`src/rtl/fetch_unit.sv`:
```
// fetch_unit
//   Instruction fetch stage with a small byte-addressed instruction memory
//   and an in-order fetch queue feeding decode.
//
//   The memory is filled byte by byte through the load port, including while
//   reset is held, and it is never cleared. Each fetch assembles one
//   little-endian word at fetch_pc and pushes {pc, word, fault} into the
//   queue.
//
//   A misaligned PC, or a word that would run past the end of memory, is
//   still enqueued, but as a fault entry carrying a NOP (32'h0000_0013).
//   After that entry the unit halts until the next redirect.
//
//   Ports
//     clk, rst_n            single clock, synchronous active-low reset
//     redirect, redirect_pc flush the queue and restart fetch at redirect_pc
//     load_en/addr/data     program-load byte write port
//     ins_valid, ins_ready  handshake for the queue head towards decode
//     instruction, ins_pc,
//     ins_fault             queue head contents (all zero when queue empty)
//     fetch_pc              current fetch PC register
module fetch_unit #(
    parameter int          MEM_BYTES  = 64,
    parameter logic [31:0] RESET_PC   = 32'h0000_0000,
    parameter int          FIFO_DEPTH = 2
) (
    input  logic        clk,
    input  logic        rst_n,
    input  logic        redirect,
    input  logic [31:0] redirect_pc,
    input  logic        load_en,
    input  logic [31:0] load_addr,
    input  logic [7:0]  load_data,
    output logic        ins_valid,
    input  logic        ins_ready,
    output logic [31:0] instruction,
    output logic [31:0] ins_pc,
    output logic        ins_fault,
    output logic [31:0] fetch_pc
);

    localparam int AW = (MEM_BYTES > 1) ? $clog2(MEM_BYTES) : 1;
    localparam int PW = $clog2(FIFO_DEPTH);
    localparam int CW = PW + 1;

    localparam logic [31:0] NOP_WORD = 32'h0000_0013;

    typedef enum logic {
        RUN,
        HALT
    } state_t;

    state_t state;
    state_t next_state;

    logic [7:0] mem [MEM_BYTES];

    logic [31:0] q_pc    [FIFO_DEPTH];
    logic [31:0] q_word  [FIFO_DEPTH];
    logic        q_fault [FIFO_DEPTH];

    logic [PW-1:0] head;
    logic [PW-1:0] tail;
    logic [CW-1:0] count;

    logic [32:0]   end_addr;
    logic [AW-1:0] rd_idx;
    logic          fetch_fault;
    logic [31:0]   fetch_word;
    logic          deq;
    logic          enq;

    // Program-load port; works regardless of reset so a program can be loaded
    // while the core is held in reset.
    always_ff @(posedge clk) begin
        if (load_en && (load_addr < 32'(MEM_BYTES))) begin
            mem[load_addr[AW-1:0]] <= load_data;
        end
    end

    // The end address is computed one bit wider so the range test cannot
    // wrap. The memory is only indexed when the whole word is in range.
    always_comb begin
        end_addr    = {1'b0, fetch_pc} + 33'd3;
        fetch_fault = (fetch_pc[1:0] != 2'b00) || (end_addr >= 33'(MEM_BYTES));
        rd_idx      = fetch_pc[AW-1:0];
        fetch_word  = NOP_WORD;
        if (!fetch_fault) begin
            fetch_word = {mem[rd_idx + AW'(3)], mem[rd_idx + AW'(2)],
                          mem[rd_idx + AW'(1)], mem[rd_idx]};
        end
    end

    // A full queue may still accept a new fetch when the head leaves on the
    // same edge. Redirect blocks both sides: the queue is being flushed.
    always_comb begin
        ins_valid = (count != '0) && !redirect;
        deq       = ins_valid && ins_ready;
        enq       = (state == RUN) && !redirect &&
                    ((count < CW'(FIFO_DEPTH)) || deq);
    end

    // Next-state logic: redirect always restarts fetch, and enqueuing a fault
    // entry parks the unit in HALT.
    always_comb begin
        next_state = state;
        if (redirect) begin
            next_state = RUN;
        end else if (enq && fetch_fault) begin
            next_state = HALT;
        end
    end

    // State register.
    always_ff @(posedge clk) begin
        if (!rst_n) begin
            state <= RUN;
        end else begin
            state <= next_state;
        end
    end

    // Queue pointers, occupancy and the fetch PC. Reset takes priority over
    // redirect, and redirect takes priority over the normal enqueue/dequeue.
    always_ff @(posedge clk) begin
        if (!rst_n) begin
            fetch_pc <= RESET_PC;
            head     <= '0;
            tail     <= '0;
            count    <= '0;
        end else if (redirect) begin
            fetch_pc <= redirect_pc;
            head     <= '0;
            tail     <= '0;
            count    <= '0;
        end else begin
            if (enq) begin
                tail     <= tail + PW'(1);
                fetch_pc <= fetch_pc + 32'd4;
            end
            if (deq) begin
                head <= head + PW'(1);
            end
            case ({enq, deq})
                2'b10:   count <= count + CW'(1);
                2'b01:   count <= count - CW'(1);
                default: count <= count;
            endcase
        end
    end

    // Queue storage. It has no reset because count decides which entries
    // are meaningful.
    always_ff @(posedge clk) begin
        if (rst_n && !redirect && enq) begin
            q_pc[tail]    <= fetch_pc;
            q_word[tail]  <= fetch_word;
            q_fault[tail] <= fetch_fault;
        end
    end

    // The head is presented only while the queue holds something. Otherwise
    // the outputs read as zero.
    always_comb begin
        instruction = '0;
        ins_pc      = '0;
        ins_fault   = 1'b0;
        if (count != '0) begin
            instruction = q_word[head];
            ins_pc      = q_pc[head];
            ins_fault   = q_fault[head];
        end
    end

endmodule
```
`config.mk`:
```
export PLATFORM = sky130hd
export DESIGN_NAME = fetch_unit
export DESIGN_NICKNAME = d
export VERILOG_FILES = /design/src/rtl/fetch_unit.sv
export SDC_FILE = /design/constraint.sdc
export NUM_CORES = 2
export LEC_CHECK = 0
export ABC_CLOCK_PERIOD_IN_PS = 6200
export BUFFER_PORTS_ARGS = -buffer_cell sky130_fd_sc_hd__buf_2
export CAP_MARGIN = 10
export CORE_MARGIN = 8
export CORE_UTILIZATION = 50
export CTS_CLUSTER_SIZE = 25
export DETAILED_ROUTE_END_ITERATION = 10
export GPL_TIMING_DRIVEN = 0
export PLACE_DENSITY_LB_ADDON = 0.25
export SKIP_LAST_GASP = 1
export SYNTH_ARGS = -nofsm -noshare
export SYNTH_HDL_FRONTEND = slang
export SYNTH_SLANG_ARGS = --single-unit
```
`constraint.sdc`:
```
create_clock -name clk -period 6.2 [get_ports clk]
set_input_delay 0.62 -clock clk [delete_from_list [all_inputs] [get_ports clk]]
set_output_delay 0.62 -clock clk [all_outputs]
set_load 0.05 [all_outputs]
```
# Yosys cells after proc, flatten, opt, wreduce, memory -nomap -nowiden
# Memory sizes are Yosys's and may differ from the RTL's. A register that Yosys moved wholly into a read port is not among the register bits.
# Index checks and enable logic that the tools add are counted.
word_totals:
  out_inout_bits: 98
  inputBits: 77
  mem_bits_rw: 642
  ff_bits: 37
  wordCells: 60
  mem_count: 4
op_classes:
  order_cmp: 3
  n_mux: 19
  bitwise: 2
  addsub: 9
  n_reduce_logical: 16
  n_eq_ne: 2
mem_list:
  columns: ["memory", "words", "width", "read_ports", "rd_ports_with_merged_regs", "wr", "line", "text"]
  rows:
  - ["mem", 64, 8, 4, 1, 1, "56", "logic [7:0] mem [MEM_BYTES];"]
  - ["q_pc", 2, 32, 1, 1, 1, "58", "logic [31:0] q_pc [FIFO_DEPTH];"]
  - ["q_word", 2, 32, 1, 1, 1, "59", "logic [31:0] q_word [FIFO_DEPTH];"]
  - ["q_fault", 2, 1, 1, 1, 1, "60", "logic q_fault [FIFO_DEPTH];"]
ops:
  columns: ["op", "count"]
  rows:
  - ["$mux W32", 5]
  - ["$add A32 B2 Y33 const B", 1]
  - ["$ge A33 B7 Y1 const B", 1]
  - ["$add A32 B3 Y32 const B", 1]
  - ["$lt A32 B7 Y1 const B", 1]
  - ["$add A6 B2 Y6 const B", 2]
  - ["$mux W6", 2]
  - ["$mux W1", 11]
  - ["$logic_and A1 B1 Y1", 8]
  - ["$reduce_bool A2 Y1", 4]
  - ["$add A6 B1 Y6 const B", 1]
  - ["$pmux W2 S2", 1]
  - ["$add A1 B1 Y1 const B", 2]
  - ["$add A2 B1 Y2 const B", 1]
  - ["$eq A2 B1 Y1 const B", 1]
  - ["$eq A2 B2 Y1 const B", 1]
  - ["$logic_or A1 B1 Y1", 2]
  - ["$lt A2 B2 Y1 const B", 1]
  - ["$not A1 Y1", 2]
  - ["$reduce_or A2 Y1", 1]
  - ["$sub A2 B1 Y2 const B", 1]
  - ["$logic_not A1 Y1", 1]

# Logic depth before layout (Yosys ltp)
logic_depth:
  ltp_word: 9
  depth_mapped: 15
  ltp_nobuf: 9

# Worst setup path before layout
# OpenSTA, ideal clock, no wires.
synth_path:
  path_type: "register -> register"
  from: "reg fetch_pc[0]"
  to: "mem q_word[0][14], data pin"
  required_ns: 5.915
  path_stages_with_launch: 14
  path_buffers: 7
  synth_period_minus_slack_ns: 4.788
  setup_time_ns: 0.285
  t_arrival_ns: 4.503
  setup_slack_ns: 1.412
  cell_sequence: "dfxtp_1 > buf_2 > buf_2 > buf_1 > clkbuf_1 > inv_1 > ha_1 > clkbuf_1 > buf_2 > buf_1 > mux4_2 > mux4_2 > a211oi_1 > a211oi_2"
synth_via:
  elab_chain_cells: 4
  word_cells_on_any_way: 7
  classes_between: "2 x add/sub; 1 x order compare; 1 x mux; 2 x reduce/logical; 1 x memory"
synth_rtl:
  columns: ["element", "line", "text"]
  rows:
  - ["from (decl)", "39", "output logic [31:0] fetch_pc"]
  - ["from (signal assigned)", "132", "fetch_pc <= redirect_pc;"]
  - ["from (signal assigned)", "139", "fetch_pc <= fetch_pc + 32'd4;"]
  - ["$add A32 B2 Y33", "84", "end_addr = {1'b0, fetch_pc} + 33'd3;"]
  - ["$ge A33 B7 Y1", "85", "fetch_fault = (fetch_pc[1:0] != 2'b00) || (end_addr >= 33'(MEM_BYTES));"]
  - ["$logic_or A1 B1 Y1", "85", null]
  - ["$mux W32 *", "88", "if (!fetch_fault) begin"]
  - ["via fetch_word[14]", "69", "logic [31:0] fetch_word;"]
  - ["to (decl)", "59", null]
# The timed path passes the listed nets; every way through them passes the cells marked *.

# Worst setup path after layout
layout_path:
  from: "reg fetch_pc[0]"
  to: "mem q_word[0][24], data pin"
# Same word-level chain as after synthesis.

==> key figures <==
Clock tree
  – Clock insertion delay at the later pin of the skew report: 0.65 ns
  – Root Buffer: clkbuf_16
  – Worst-path clk slew: 0.06 ns
  – CTS Buf Count: 77
  – CTS tree: yes
  – # H-tree levels: 3
  – Buffer depth of the longest clock path: 3
  – Clk sinks: 686

Route
  – Metal2 WL: 64900 um
  – Drt first pass iters: 6
  – Detail Route Antenna Nets: 0
  – DR WL/cell: 41.8 um
  – WL final: 149000 um
  – DRC violations left: 0
  – Met3 Routed Length: 24400 um
  – Avg Vias per Cell: 7.69
  – Via count of the routed design: 27471
  – Initial drt markers: 4925
  – Wl on met1: 51700 um
  – Highest metal used: met5

Logic synthesis
  – Top FF cell, synth: edfxtp_1
  – Mean Syn Cell Area: 18.3 sq um
  – Sequential cell area fraction in the yosys report: 50.5%
  – Commonest cells in the netlist: mux4_2, edfxtp_1, nor2_1, clkbuf_1, mux2i_1
  – Post-Syn Area: 39900 sq um
  – FFs w/ async S/R, synth: 0%
  – Cell count after synthesis: 2187
  – Synthesis-stage register bit count: 686
  – Most common cell in the netlist: mux4_2
  – Warnings from Yosys: 0
  – Syn_nets: 2271
  – Post-synth top area share: 48.3%
  – Post-synth EDFFs: 642
  – Largest cells by area after synthesis: edfxtp_1, mux4_2, mux2i_1
  – Yosys top cell by area: edfxtp_1
  – Unique masters post-synth: 62

STA
  – Fin crit share: 99.8%
  – Setup TNS Final: 0 ns
  – Final Skew: 0.0202 ns
  – # setup viols final: 0
  – Fmax achieved: 162 MHz
  – Final hold vios: 0
  – Unrepaired setup endpoints after global routing: no
  – Worst-Margin Slew: 1.40 ns
  – Slew headroom: 6.68%
  – Min cycle time layout: 6.19 ns
  – Max Slew Vio Count: 0
  – Worst hold slack: 0.294 ns

Floorplanning
  – Core Region: 79000 sq um
  – Die area: 89200 sq um
  – # IOs: 175
  – Chip width: 299 um
  – Initial core utilization: 50.6%
  – DIE HEIGHT: 299 um
  – Rows: 103

Finish
  – Final #Nets: 2538
  – Fill count: 5931
  – Area Overhead vs Synth: 13.3%
  – Fin cells: 3573
  – Layout cells sized above 1: 42.5%

Job
  – Max Cap Viol: 0

Global routing
  – First-pass GRT wire length: 205000 um
  – Total GRT Usage: 32.7%
  – Vias in the first global route: 26069
  – Remaining Overflow, GRT: 0
  – Largest net degree at the start of global routing: 66
  – Initial antenna violation count: 13

Placed design
  – DP Cell Count: 3416
  – Port Buf Inserts: 169
  – Gpl congestion: 1.05
  – Detailed Place HPWL: 110000 um

Worst setup path
  – CP Capture Type: flop
  – Worst Path Required: 6.54 ns
  – Startpoint types: flop
  – Worst endpoint data arrival time: 6.53 ns
  – Critical path type: flop to flop
  – CP max FO: 10

Power and ir drop
  – Max IR drop VDD: 0.203 mV
  – Leakage: 14.0 nW
  – Power density cells: 274 nW/um^2

Worst hold path
  – Hold Crit Class: input port to flop

Run status
  – Status: finished, final reports clean
[cells by family (layout without fill, tap and decap cells)]
family	Yosys count	after routing	synth area share, %
AO/OA/AOI/OAI	103	103	2.14
XOR/XNOR	54	54	1.18
adder cells (fa/ha/maj)	7	7	0.219
buffers and inverters	210	538	2.17
flip-flops	686	686	50.5
multiplexers	743	743	38.9
other	0	8	0
AND/OR/NAND/NOR	384	384	4.90
[power by group]
group / internal, mW / switching (mW)
Clock: 3.02 / 1.97
Combinational: 0.866 / 1.39
Sequential: 5.10 / 0.0376
[cells in the final DEF (no fill, tap or decap), drive strengths merged, types with 8 or more instances in the layout]
| master | instances |
|---|---|
| nand2 | 54 |
| o211a | 8 |
| diode | 8 |
| and2 | 25 |
| nor2 | 161 |
| nand2b | 9 |
| buf | 282 |
| or3 | 8 |
| a211oi | 50 |
| nand4 | 19 |
| clkbuf | 196 |
| edfxtp | 642 |
| bufinv | 16 |
| nand3 | 15 |
| dfxtp | 44 |
| clkinv | 23 |
| xor2 | 28 |
| xnor2 | 26 |
| o21ai | 26 |
| inv | 14 |
| nor3 | 15 |
| nor4 | 13 |
| mux4 | 648 |
| nor2b | 40 |
| mux2i | 94 |
[critical path: stages, from the launching register on]
cell and delay [ns]:
dfxtp_1 0.46, buf_2 0.26, buf_4 0.35, buf_2 0.42
clkbuf_4 0.45, inv_1 0.08, ha_1 0.29, clkbuf_1 0.22
clkbuf_4 0.36, buf_2 0.43, buf_2 0.42, clkdlybuf4s18_2 0.55
mux4_2 0.42, mux4_2 0.55, mux2i_1 0.42, a211oi_2 0.19
[metrics by stage]
stage / setup slack, ns / power (mW) / utilization (%) / area, sq um
after floorplan: 1.41 / 6.53 / - / 39900
after global placement: -1.21 / 7.35 / 53.3 / 42100
after detailed placement: -1.21 / 7.38 / 53.5 / 42300
after CTS: 0.121 / 12.3 / 57.0 / 45100
after global routing: 0.0530 / 12.6 / 57.3 / 45200
final: 0.0140 / 12.4 / 57.3 / 45300
[flip-flops by register name, summed over array words and instances (netlist names), named ones only]
register  flops
count         2
state         1
fetch_pc     32
q_fault       2
q_pc         64
head          1
tail          1
q_word       64
mem         512
[path summary, 6_finish.rpt]
check,endpoint,cells after the start,slack (ns),from
worst max-delay path,q_word[0][24],15,0.01,fetch_pc[0]
worst min-delay path,fetch_pc[8],4,0.29,redirect_pc[8]
worst max register to register,q_word[0][24],15,0.01,fetch_pc[0]
worst min register to register,q_pc[1][6],0,0.49,fetch_pc[6]
[routing by layer]
metal / up-vias / global-route usage (%)
met5: - / 0
met4: 2 / 14.8
met3: 447 / 14.9
met2: 2681 / 47.3
met1: 14317 / 42.5
li1: 10024 / -
[final cells by class]
class / count / area [sq um] / share of cell area (%)
Sequential cell: 686 / 20200 / 44.5
Multi-Input combinational cell: 1291 / 18900 / 41.9
Clock buffer: 89 / 2020 / 4.47
Tap cell: 1050 / 1310 / 2.90
Timing Repair Buffer: 189 / 1200 / 2.65
Buffer: 202 / 880 / 1.94
Clock inverter: 51 / 694 / 1.53
Inverter: 7 / 26.3 / 0.0581
Antenna cell: 8 / 20.0 / 0.0442
[what timing repair did]
| action | CTS | global route |
|---|---|---|
| setup buffers | 0 | 0 |
| gates resized for setup | 24 | 4 |
| endpoints found under the setup margin | 32 | 7 |
| hold buffers | 0 | 0 |
| hold endpoints to repair | 0 | 0 |
Power figures use the tool's default switching activity.
